<file path="src/rtl/pipe_ctrl_unit_pkg.sv">
`default_nettype none
// ============================================================================
// Module  : ctrl_pkg
// Brief   : Opcodes, ALUOp encodings and the control bundle carried down the
//           pipeline by pipe_ctrl_unit.
// Revision: 1.0 - initial release
// ============================================================================
package ctrl_pkg;

    localparam logic [6:0] OP_ITYPE  = 7'b0010011;
    localparam logic [6:0] OP_RTYPE  = 7'b0110011;
    localparam logic [6:0] OP_LOAD   = 7'b0000011;
    localparam logic [6:0] OP_STORE  = 7'b0100011;
    localparam logic [6:0] OP_BRANCH = 7'b1100011;
    localparam logic [6:0] OP_LUI    = 7'b0110111;
    localparam logic [6:0] OP_JAL    = 7'b1101111;

    // Native ALUOp width; the top resizes to its ALUOP_W on output.
    localparam int ALUOP_MAX_W = 3;

    localparam logic [ALUOP_MAX_W-1:0] ALUOP_ADD = 3'b000;
    localparam logic [ALUOP_MAX_W-1:0] ALUOP_BR  = 3'b001;
    localparam logic [ALUOP_MAX_W-1:0] ALUOP_R   = 3'b010;
    localparam logic [ALUOP_MAX_W-1:0] ALUOP_I   = 3'b011;
    localparam logic [ALUOP_MAX_W-1:0] ALUOP_LUI = 3'b100;
    localparam logic [ALUOP_MAX_W-1:0] ALUOP_JAL = 3'b101;

    typedef struct packed {
        logic [ALUOP_MAX_W-1:0] aluop;
        logic                   alusrc;
        logic                   regwrite;
        logic                   memread;
        logic                   memwrite;
        logic                   memtoreg;
        logic                   illegal;
    } ctrl_t;

    localparam ctrl_t CTRL_NOP = '0;

    function automatic ctrl_t mk_ctrl(
        input logic [ALUOP_MAX_W-1:0] aluop,
        input logic                   alusrc,
        input logic                   regwrite,
        input logic                   memread,
        input logic                   memwrite,
        input logic                   memtoreg
    );
        ctrl_t c;
        c.aluop    = aluop;
        c.alusrc   = alusrc;
        c.regwrite = regwrite;
        c.memread  = memread;
        c.memwrite = memwrite;
        c.memtoreg = memtoreg;
        c.illegal  = 1'b0;
        return c;
    endfunction

endpackage
`default_nettype wire

</file>
<file path="src/rtl/pipe_ctrl_unit_if.sv">
`default_nettype none
// ============================================================================
// Module  : pipe_ctrl_unit_if
// Brief   : ID-stage request and per-stage control outputs of pipe_ctrl_unit.
// Revision: 1.0 - initial release
// ============================================================================
interface pipe_ctrl_unit_if #(
    parameter int REG_AW  = 5,
    parameter int ALUOP_W = 2,
    parameter int CNT_W   = 16
);
    logic              valid_i;
    logic [6:0]        op_i;
    logic [REG_AW-1:0] rs1_i;
    logic [REG_AW-1:0] rs2_i;
    logic [REG_AW-1:0] rd_i;
    logic              flush_i;
    logic              hold_i;

    logic               stall_o;
    logic               branch_o;
    logic               jump_o;
    logic               ex_valid_o;
    logic               ex_alusrc_o;
    logic               ex_illegal_o;
    logic [ALUOP_W-1:0] ex_aluop_o;
    logic [REG_AW-1:0]  ex_rd_o;
    logic               mem_memread_o;
    logic               mem_memwrite_o;
    logic               mem_regwrite_o;
    logic               mem_memtoreg_o;
    logic [REG_AW-1:0]  mem_rd_o;
    logic               wb_regwrite_o;
    logic               wb_memtoreg_o;
    logic [REG_AW-1:0]  wb_rd_o;
    logic [CNT_W-1:0]   bubble_cnt_o;

    modport slave (
        input  valid_i, op_i, rs1_i, rs2_i, rd_i, flush_i, hold_i,
        output stall_o, branch_o, jump_o,
        output ex_valid_o, ex_alusrc_o, ex_illegal_o, ex_aluop_o, ex_rd_o,
        output mem_memread_o, mem_memwrite_o, mem_regwrite_o, mem_memtoreg_o, mem_rd_o,
        output wb_regwrite_o, wb_memtoreg_o, wb_rd_o,
        output bubble_cnt_o
    );

    modport master (
        output valid_i, op_i, rs1_i, rs2_i, rd_i, flush_i, hold_i,
        input  stall_o, branch_o, jump_o,
        input  ex_valid_o, ex_alusrc_o, ex_illegal_o, ex_aluop_o, ex_rd_o,
        input  mem_memread_o, mem_memwrite_o, mem_regwrite_o, mem_memtoreg_o, mem_rd_o,
        input  wb_regwrite_o, wb_memtoreg_o, wb_rd_o,
        input  bubble_cnt_o
    );

endinterface
`default_nettype wire

</file>
<file path="src/rtl/pipe_ctrl_unit_decode.sv">
`default_nettype none
// ============================================================================
// Module  : ctrl_decode
// Brief   : Combinational opcode decoder producing the control bundle and the
//           register-use / branch / jump flags.
// Revision: 1.0 - initial release
// ============================================================================
module ctrl_decode
    import ctrl_pkg::*;
#(
    parameter int EXT_OPS = 0,
    parameter int ALUOP_W = 2
) (
    input  logic [6:0] i_op,
    output ctrl_t      o_ctrl,
    output logic       o_use_rs1,
    output logic       o_use_rs2,
    output logic       o_branch,
    output logic       o_jump
);

    // lui/jal encodings need three ALUOp bits; narrower builds treat them as illegal.
    localparam bit c_ext_en = (EXT_OPS != 0) && (ALUOP_W >= ALUOP_MAX_W);

    always_comb begin
        o_ctrl         = CTRL_NOP;
        o_ctrl.illegal = 1'b1;
        o_use_rs1      = 1'b0;
        o_use_rs2      = 1'b0;
        o_branch       = 1'b0;
        o_jump         = 1'b0;
        case (i_op)
            OP_ITYPE: begin
                o_ctrl    = mk_ctrl(ALUOP_I, 1'b1, 1'b1, 1'b0, 1'b0, 1'b0);
                o_use_rs1 = 1'b1;
            end
            OP_RTYPE: begin
                o_ctrl    = mk_ctrl(ALUOP_R, 1'b0, 1'b1, 1'b0, 1'b0, 1'b0);
                o_use_rs1 = 1'b1;
                o_use_rs2 = 1'b1;
            end
            OP_LOAD: begin
                o_ctrl    = mk_ctrl(ALUOP_ADD, 1'b1, 1'b1, 1'b1, 1'b0, 1'b1);
                o_use_rs1 = 1'b1;
            end
            OP_STORE: begin
                o_ctrl    = mk_ctrl(ALUOP_ADD, 1'b1, 1'b0, 1'b0, 1'b1, 1'b0);
                o_use_rs1 = 1'b1;
                o_use_rs2 = 1'b1;
            end
            OP_BRANCH: begin
                o_ctrl    = mk_ctrl(ALUOP_BR, 1'b0, 1'b0, 1'b0, 1'b0, 1'b0);
                o_use_rs1 = 1'b1;
                o_use_rs2 = 1'b1;
                o_branch  = 1'b1;
            end
            OP_LUI: begin
                if (c_ext_en) begin
                    o_ctrl = mk_ctrl(ALUOP_LUI, 1'b1, 1'b1, 1'b0, 1'b0, 1'b0);
                end
            end
            OP_JAL: begin
                if (c_ext_en) begin
                    o_ctrl = mk_ctrl(ALUOP_JAL, 1'b0, 1'b1, 1'b0, 1'b0, 1'b0);
                    o_jump = 1'b1;
                end
            end
            default: ;
        endcase
    end

endmodule
`default_nettype wire

</file>
<file path="src/rtl/pipe_ctrl_unit.sv">
`default_nettype none
// ============================================================================
// Module  : pipe_ctrl_unit
// Brief   : Pipelined control unit: ID decode, load-use hazard detection,
//           EX/MEM/WB control registers and a saturating bubble counter.
// Revision: 1.0 - initial release
// ============================================================================
module pipe_ctrl_unit
    import ctrl_pkg::*;
#(
    parameter int ALUOP_W = 2,
    parameter int EXT_OPS = 0,
    parameter int REG_AW  = 5,
    parameter int CNT_W   = 16
) (
    input  logic             clk_i,
    input  logic             rst_i,
    pipe_ctrl_unit_if.slave  bus
);

    localparam logic [CNT_W-1:0] c_cnt_max = '1;

    ctrl_t w_dec_ctrl;
    logic  w_use_rs1;
    logic  w_use_rs2;
    logic  w_dec_branch;
    logic  w_dec_jump;
    logic  w_hit;
    logic  w_stall;
    logic  w_bubble;
    logic  w_issue;

    logic              r_ex_valid;
    ctrl_t             r_ex_ctrl;
    logic [REG_AW-1:0] r_ex_rd;
    logic              r_mem_memread;
    logic              r_mem_memwrite;
    logic              r_mem_regwrite;
    logic              r_mem_memtoreg;
    logic [REG_AW-1:0] r_mem_rd;
    logic              r_wb_regwrite;
    logic              r_wb_memtoreg;
    logic [REG_AW-1:0] r_wb_rd;
    logic [CNT_W-1:0]  r_bubble_cnt;

    ctrl_decode #(
        .EXT_OPS (EXT_OPS),
        .ALUOP_W (ALUOP_W)
    ) u_decode (
        .i_op      (bus.op_i),
        .o_ctrl    (w_dec_ctrl),
        .o_use_rs1 (w_use_rs1),
        .o_use_rs2 (w_use_rs2),
        .o_branch  (w_dec_branch),
        .o_jump    (w_dec_jump)
    );

    // Flush and hold both mask the stall, so flush wins over a pending hazard.
    assign w_hit    = (w_use_rs1 && (bus.rs1_i == r_ex_rd)) ||
                      (w_use_rs2 && (bus.rs2_i == r_ex_rd));
    assign w_stall  = bus.valid_i && !bus.flush_i && !bus.hold_i &&
                      r_ex_ctrl.memread && (r_ex_rd != '0) && w_hit;
    assign w_bubble = !bus.valid_i || bus.flush_i || w_stall;
    assign w_issue  = bus.valid_i && !bus.flush_i && !w_stall;

    always_ff @(posedge clk_i or negedge rst_i) begin
        if (!rst_i) begin
            r_ex_valid     <= 1'b0;
            r_ex_ctrl      <= CTRL_NOP;
            r_ex_rd        <= '0;
            r_mem_memread  <= 1'b0;
            r_mem_memwrite <= 1'b0;
            r_mem_regwrite <= 1'b0;
            r_mem_memtoreg <= 1'b0;
            r_mem_rd       <= '0;
            r_wb_regwrite  <= 1'b0;
            r_wb_memtoreg  <= 1'b0;
            r_wb_rd        <= '0;
            r_bubble_cnt   <= '0;
        end else if (!bus.hold_i) begin
            if (w_bubble) begin
                r_ex_valid <= 1'b0;
                r_ex_ctrl  <= CTRL_NOP;
                r_ex_rd    <= '0;
                if (r_bubble_cnt != c_cnt_max) begin
                    r_bubble_cnt <= r_bubble_cnt + 1'b1;
                end
            end else begin
                r_ex_valid <= 1'b1;
                r_ex_ctrl  <= w_dec_ctrl;
                r_ex_rd    <= bus.rd_i;
            end
            r_mem_memread  <= r_ex_ctrl.memread;
            r_mem_memwrite <= r_ex_ctrl.memwrite;
            r_mem_regwrite <= r_ex_ctrl.regwrite;
            r_mem_memtoreg <= r_ex_ctrl.memtoreg;
            r_mem_rd       <= r_ex_rd;
            r_wb_regwrite  <= r_mem_regwrite;
            r_wb_memtoreg  <= r_mem_memtoreg;
            r_wb_rd        <= r_mem_rd;
        end
    end

    assign bus.stall_o        = w_stall;
    assign bus.branch_o       = w_dec_branch && w_issue;
    assign bus.jump_o         = w_dec_jump && w_issue;
    assign bus.ex_valid_o     = r_ex_valid;
    assign bus.ex_alusrc_o    = r_ex_ctrl.alusrc;
    assign bus.ex_illegal_o   = r_ex_ctrl.illegal;
    assign bus.ex_aluop_o     = ALUOP_W'(r_ex_ctrl.aluop);
    assign bus.ex_rd_o        = r_ex_rd;
    assign bus.mem_memread_o  = r_mem_memread;
    assign bus.mem_memwrite_o = r_mem_memwrite;
    assign bus.mem_regwrite_o = r_mem_regwrite;
    assign bus.mem_memtoreg_o = r_mem_memtoreg;
    assign bus.mem_rd_o       = r_mem_rd;
    assign bus.wb_regwrite_o  = r_wb_regwrite;
    assign bus.wb_memtoreg_o  = r_wb_memtoreg;
    assign bus.wb_rd_o        = r_wb_rd;
    assign bus.bubble_cnt_o   = r_bubble_cnt;

endmodule
`default_nettype wire

</file>
<file path="src/flat_wrapper.sv">
// flat-port wrapper written by rule: the top's interface ports become plain ports
module pipe_ctrl_unit_flat import ctrl_pkg::*;
#(
    parameter int ALUOP_W = 2,
    parameter int EXT_OPS = 0,
    parameter int REG_AW  = 5,
    parameter int CNT_W   = 16
)
  (clk_i, rst_i, bus_valid_i, bus_op_i, bus_rs1_i, bus_rs2_i, bus_rd_i, bus_flush_i, bus_hold_i, bus_stall_o, bus_branch_o, bus_jump_o, bus_ex_valid_o, bus_ex_alusrc_o, bus_ex_illegal_o, bus_ex_aluop_o, bus_ex_rd_o, bus_mem_memread_o, bus_mem_memwrite_o, bus_mem_regwrite_o, bus_mem_memtoreg_o, bus_mem_rd_o, bus_wb_regwrite_o, bus_wb_memtoreg_o, bus_wb_rd_o, bus_bubble_cnt_o);
  pipe_ctrl_unit_if #(.REG_AW(REG_AW), .ALUOP_W(ALUOP_W), .CNT_W(CNT_W)) bus_i ();
  input  logic clk_i;
  input  logic rst_i;
  input wire logic [$bits(bus_i.valid_i)-1:0] bus_valid_i;
  input wire logic [$bits(bus_i.op_i)-1:0] bus_op_i;
  input wire logic [$bits(bus_i.rs1_i)-1:0] bus_rs1_i;
  input wire logic [$bits(bus_i.rs2_i)-1:0] bus_rs2_i;
  input wire logic [$bits(bus_i.rd_i)-1:0] bus_rd_i;
  input wire logic [$bits(bus_i.flush_i)-1:0] bus_flush_i;
  input wire logic [$bits(bus_i.hold_i)-1:0] bus_hold_i;
  output wire logic [$bits(bus_i.stall_o)-1:0] bus_stall_o;
  output wire logic [$bits(bus_i.branch_o)-1:0] bus_branch_o;
  output wire logic [$bits(bus_i.jump_o)-1:0] bus_jump_o;
  output wire logic [$bits(bus_i.ex_valid_o)-1:0] bus_ex_valid_o;
  output wire logic [$bits(bus_i.ex_alusrc_o)-1:0] bus_ex_alusrc_o;
  output wire logic [$bits(bus_i.ex_illegal_o)-1:0] bus_ex_illegal_o;
  output wire logic [$bits(bus_i.ex_aluop_o)-1:0] bus_ex_aluop_o;
  output wire logic [$bits(bus_i.ex_rd_o)-1:0] bus_ex_rd_o;
  output wire logic [$bits(bus_i.mem_memread_o)-1:0] bus_mem_memread_o;
  output wire logic [$bits(bus_i.mem_memwrite_o)-1:0] bus_mem_memwrite_o;
  output wire logic [$bits(bus_i.mem_regwrite_o)-1:0] bus_mem_regwrite_o;
  output wire logic [$bits(bus_i.mem_memtoreg_o)-1:0] bus_mem_memtoreg_o;
  output wire logic [$bits(bus_i.mem_rd_o)-1:0] bus_mem_rd_o;
  output wire logic [$bits(bus_i.wb_regwrite_o)-1:0] bus_wb_regwrite_o;
  output wire logic [$bits(bus_i.wb_memtoreg_o)-1:0] bus_wb_memtoreg_o;
  output wire logic [$bits(bus_i.wb_rd_o)-1:0] bus_wb_rd_o;
  output wire logic [$bits(bus_i.bubble_cnt_o)-1:0] bus_bubble_cnt_o;
  assign bus_i.valid_i = bus_valid_i;
  assign bus_i.op_i = bus_op_i;
  assign bus_i.rs1_i = bus_rs1_i;
  assign bus_i.rs2_i = bus_rs2_i;
  assign bus_i.rd_i = bus_rd_i;
  assign bus_i.flush_i = bus_flush_i;
  assign bus_i.hold_i = bus_hold_i;
  assign bus_stall_o = bus_i.stall_o;
  assign bus_branch_o = bus_i.branch_o;
  assign bus_jump_o = bus_i.jump_o;
  assign bus_ex_valid_o = bus_i.ex_valid_o;
  assign bus_ex_alusrc_o = bus_i.ex_alusrc_o;
  assign bus_ex_illegal_o = bus_i.ex_illegal_o;
  assign bus_ex_aluop_o = bus_i.ex_aluop_o;
  assign bus_ex_rd_o = bus_i.ex_rd_o;
  assign bus_mem_memread_o = bus_i.mem_memread_o;
  assign bus_mem_memwrite_o = bus_i.mem_memwrite_o;
  assign bus_mem_regwrite_o = bus_i.mem_regwrite_o;
  assign bus_mem_memtoreg_o = bus_i.mem_memtoreg_o;
  assign bus_mem_rd_o = bus_i.mem_rd_o;
  assign bus_wb_regwrite_o = bus_i.wb_regwrite_o;
  assign bus_wb_memtoreg_o = bus_i.wb_memtoreg_o;
  assign bus_wb_rd_o = bus_i.wb_rd_o;
  assign bus_bubble_cnt_o = bus_i.bubble_cnt_o;
  pipe_ctrl_unit #(.ALUOP_W(ALUOP_W), .EXT_OPS(EXT_OPS), .REG_AW(REG_AW), .CNT_W(CNT_W)) u_core (.clk_i(clk_i), .rst_i(rst_i), .bus(bus_i));
endmodule
</file>
<file path="config.mk">
export PLATFORM = sky130hd
export DESIGN_NAME = pipe_ctrl_unit_flat
export DESIGN_NICKNAME = d
export VERILOG_FILES = /design/src/rtl/pipe_ctrl_unit_pkg.sv /design/src/rtl/pipe_ctrl_unit_if.sv /design/src/rtl/pipe_ctrl_unit_decode.sv /design/src/rtl/pipe_ctrl_unit.sv /design/src/flat_wrapper.sv
export SDC_FILE = /design/constraint.sdc
export NUM_CORES = 1
export LEC_CHECK = 0
export CAP_MARGIN = 25
export CORE_MARGIN = 1.5
export CORE_UTILIZATION = 26
export CTS_BUF_LIST = sky130_fd_sc_hd__clkbuf_16
export CTS_CLUSTER_DIAMETER = 80
export DETAILED_ROUTE_END_ITERATION = 12
export PLACE_DENSITY = 0.46
export SLEW_MARGIN = 10
export SYNTH_ARGS = -nofsm -noshare
export SYNTH_HDL_FRONTEND = slang
export SYNTH_SLANG_ARGS = --single-unit
</file>
<file path="constraint.sdc">
create_clock -name clk_i -period 2.53 [get_ports clk_i]
set_clock_uncertainty 0.2 [all_clocks]
set_input_delay 0.506 -clock clk_i [delete_from_list [all_inputs] [get_ports clk_i]]
set_output_delay 0.506 -clock clk_i [all_outputs]
set_load 0.02 [all_outputs]
</file>
==> impl_metrics.json <==
{
  "insertion_delay_ps": 280,
  "ant_nets": 0,
  "period_share_pct": 107,
  "slew_viol_final": 0,
  "drive_gt1_share_pct": 27.2,
  "grt_pass1_wl_mm": 8.87,
  "crit_chain": "or4_4 > o211ai_2 > o21bai_4 > inv_6 > nor2_8 > and4_4 > buf_6",
  "slowest_stage": "or4_4",
  "hp-class": "in -> async",
  "viasPerCell": 4.49,
  "drtIter0Drc": 39,
  "die_h_um": 94.4,
  "synthFlopType": "dfrtp_1",
  "synth_area_leader_cell": "dfrtp_1",
  "grt_use_total_pct": 13.0,
  "relSlewSlack_pct": 53.9,
  "drc": 0,
  "max-vdd-ir-drop_v": 0.000271,
  "ios": 72,
  "place_area_mm2": 0.00311,
  "area.growth.synth_to_final_pct": 54.6,
  "post-route-cell-area_mm2": 0.00335,
  "rows": 33,
  "crit_path_max_fanout": 2,
  "outcome": "complete, but fails checks",
  "globalplace.congestion": 0.779,
  "wl_per_cell_um": 14.3,
  "fin_crit_ps": 2700,
  "final_core_util_pct": 41.2,
  "fin_cells": 377,
  "netlist_area_mm2": 0.00217,
  "layout.nets": 299,
  "dp_slack_ps": -771,
  "htreeDepth": 2,
  "dp_hpwl_mm": 3.96,
  "cts_tree": "built",
  "yosysWarnings": 0,
  "ys_async_sr_fraction_pct": 100,
  "wl_mm": 5.41,
  "p_leak_nw": 1.53,
  "synth_edf_count": 0,
  "numCtsBuffers": 5,
  "root_buffer": "clkbuf_16",
  "crit_type": "reg -> out",
  "crit_family": "simple AND/OR/NAND/NOR gates",
  "holdWs_ps": 69.2,
  "seq_area_frac_synth_pct": 50.7,
  "vias": 1693,
  "fmax_ghz": 0.370,
  "synth.avg_cell_area_um2": 12.3,
  "dieArea_mm2": 0.00890,
  "worst_slack_ps": -173,
  "firstDrtPassIters": 4,
  "power.density_mw_per_mm2": 598,
  "synthDistinctLibCells": 47,
  "antenna_found_initial": 0,
  "violations": "negative setup slack",
  "synth_top_area_share_pct": 50.7,
  "port_buffers": 70,
  "finalSetupViolCount": 2,
  "dp.cells": 365,
  "grt_pass1_vias": 1749,
  "die_x_um": 94.4,
  "crit_required_ps": 1820,
  "cts_num_sinks": 44,
  "path_buf_inv": 2,
  "grt_max_degree": 44,
  "hold_viol_final": 0,
  "finalSetupTns_ps": -321,
  "antennaDiodeCount": 0,
  "start_kind": "flop",
  "synth_cells": 176,
  "drv_cap": 0,
  "start_util_pct": 26.7,
  "cts.path.max_buffers": 2,
  "synth_nets": 204,
  "netlist_top_cells_area": "dfrtp_1, mux2_2, xnor2_1",
  "synth-seq-cells": 44,
  "finalPower_mw": 2.00,
  "tightestPinTransition_ps": 692,
  "cp-end-kind": "output port",
  "rsz0062_at_grt": "yes",
  "gr-total-overflow": 0,
  "max_stage_delay_ps": 540,
  "arrival_ps": 2000,
  "clkTransAtPathRegs_ps": 60,
  "core_mm2": 0.00813
}
==> routing by layer <==
metal | global-route usage [%] | part of all wire [%] | vias up
met5 | 0 | 0 | -
met4 | 4.10 | 0.85 | 0
met2 | 20.7 | 47 | 53
met3 | 3.30 | 5.1 | 4
met1 | 17.4 | 46 | 814
li1 | - | - | 822
==> where the power goes <==
part           switching (mW)  total [mW]  internal (mW)
sequential             0.0892       0.870          0.781
clock                   0.254       0.609          0.355
combinational           0.250       0.525          0.275
==> final timing paths <==
path	startpoint	end	slack, ps	depth (start not counted)
worst max-delay path	u_core.bus.ex_rd_o[1]	bus_branch_o	-170	7
worst min-delay path	rst_i	u_core.bus.wb_rd_o[3]	70	1
worst max register to register	u_core.bus.ex_rd_o[1]	u_core.bus.ex_rd_o[4]	120	10
worst min register to register	u_core.bus.ex_valid_o	u_core.bus.ex_valid_o	280	1
max in group asynchronous	rst_i	u_core.bus.mem_memwrite_o	1470	2
min in group clk_i	u_core.bus.ex_valid_o	u_core.bus.ex_valid_o	280	1
==> cells in the final DEF, fill, tap and decap left out, drive strengths merged, types with 2 or more instances in the layout <==
| cell type | instances |
|---|---|
| a21oi | 2 |
| nor2b | 2 |
| nor4 | 3 |
| dlygate4sd2 | 5 |
| nor2 | 8 |
| mux2 | 15 |
| buf | 32 |
| xor2 | 11 |
| clkbuf | 5 |
| o21ai | 3 |
| nand2 | 12 |
| and4 | 3 |
| dfrtp | 44 |
| a32o | 3 |
| nor3 | 6 |
| nand2b | 3 |
| nand4 | 5 |
| a22o | 7 |
| inv | 4 |
| xnor2 | 14 |
| clkdlybuf4s50 | 51 |
| nand4b | 2 |
| o211ai | 3 |
| dlymetal6s2s | 10 |
| nor4b | 2 |
| nand3 | 5 |
==> cell families after synthesis <==
| kind of cell | synth area share (%) |
|---|---|
| muxes | 7.79 |
| AOI/OAI and AO/OA | 9.75 |
| adders and majority gates | 0.577 |
| and+or+nand+nor | 17.3 |
| other | 0.173 |
| DFF | 50.7 |
| xor gates and xnor gates | 10.1 |
| buffers and inverters | 3.57 |
==> worst reg2reg max path, cell delays in order (launching register included) <==
cell and delay, ps:
dfrtp_2 400, or4_4 540, o211ai_2 170, o21bai_4 170, inv_6 60, buf_4 130, buf_6 110, buf_4 130
nor3_4 130, buf_4 180, a22o_1 140
==> synth_stat cells, types with 2 or more instances <==
master / count
nor4_1: 2
a32o_1: 3
nand2_1: 12
o211ai_1: 2
buf_4: 4
nand4b_1: 2
nor3_1: 4
and4_1: 3
xnor2_1: 14
nand3_1: 5
nand4_1: 5
dfrtp_1: 44
o21ai_1: 2
xor2_1: 11
a22o_1: 7
nand2b_1: 2
buf_1: 3
nor2b_1: 2
nor4b_2: 2
nor2_1: 6
mux2_2: 15
==> flip-flops by register name, indices dropped and copies added, names as in the netlist <==
signal	cells
u_core.bus.mem_memwrite_o	1
u_core.bus.ex_alusrc_o	1
u_core.bus.bubble_cnt_o	16
u_core.bus.wb_rd_o	5
u_core.bus.ex_valid_o	1
u_core.bus.mem_regwrite_o	1
u_core.bus.ex_rd_o	5
u_core.bus.wb_memtoreg_o	1
u_core.bus.wb_regwrite_o	1
u_core.r_ex_ctrl	3
u_core.bus.mem_rd_o	5
u_core.bus.mem_memtoreg_o	1
u_core.bus.ex_aluop_o	2
u_core.bus.ex_illegal_o	1
==> repair_timing <==
item | CTS | global route
gates resized for setup | 22 | 13
endpoints found under the setup margin | 2 | 12
setup buffers | 3 | 1
hold endpoints to repair | 0 | 0
gates cloned | 0 | 0
pin swaps | 8 | 11
hold buffers | 0 | 0
==> area by class of cell <==
class / instances / area [um2]
Clock buffer: 5 / 125
Multi-Input combinational cell: 120 / 1040
Timing Repair Buffer: 98 / 926
Fill cell: 800 / 4780
Inverter: 2 / 12.5
Tap cell: 105 / 131
Clock inverter: 3 / 11.3
Sequential cell: 44 / 1100
No activity file was read; power rests on OpenSTA's default activity.
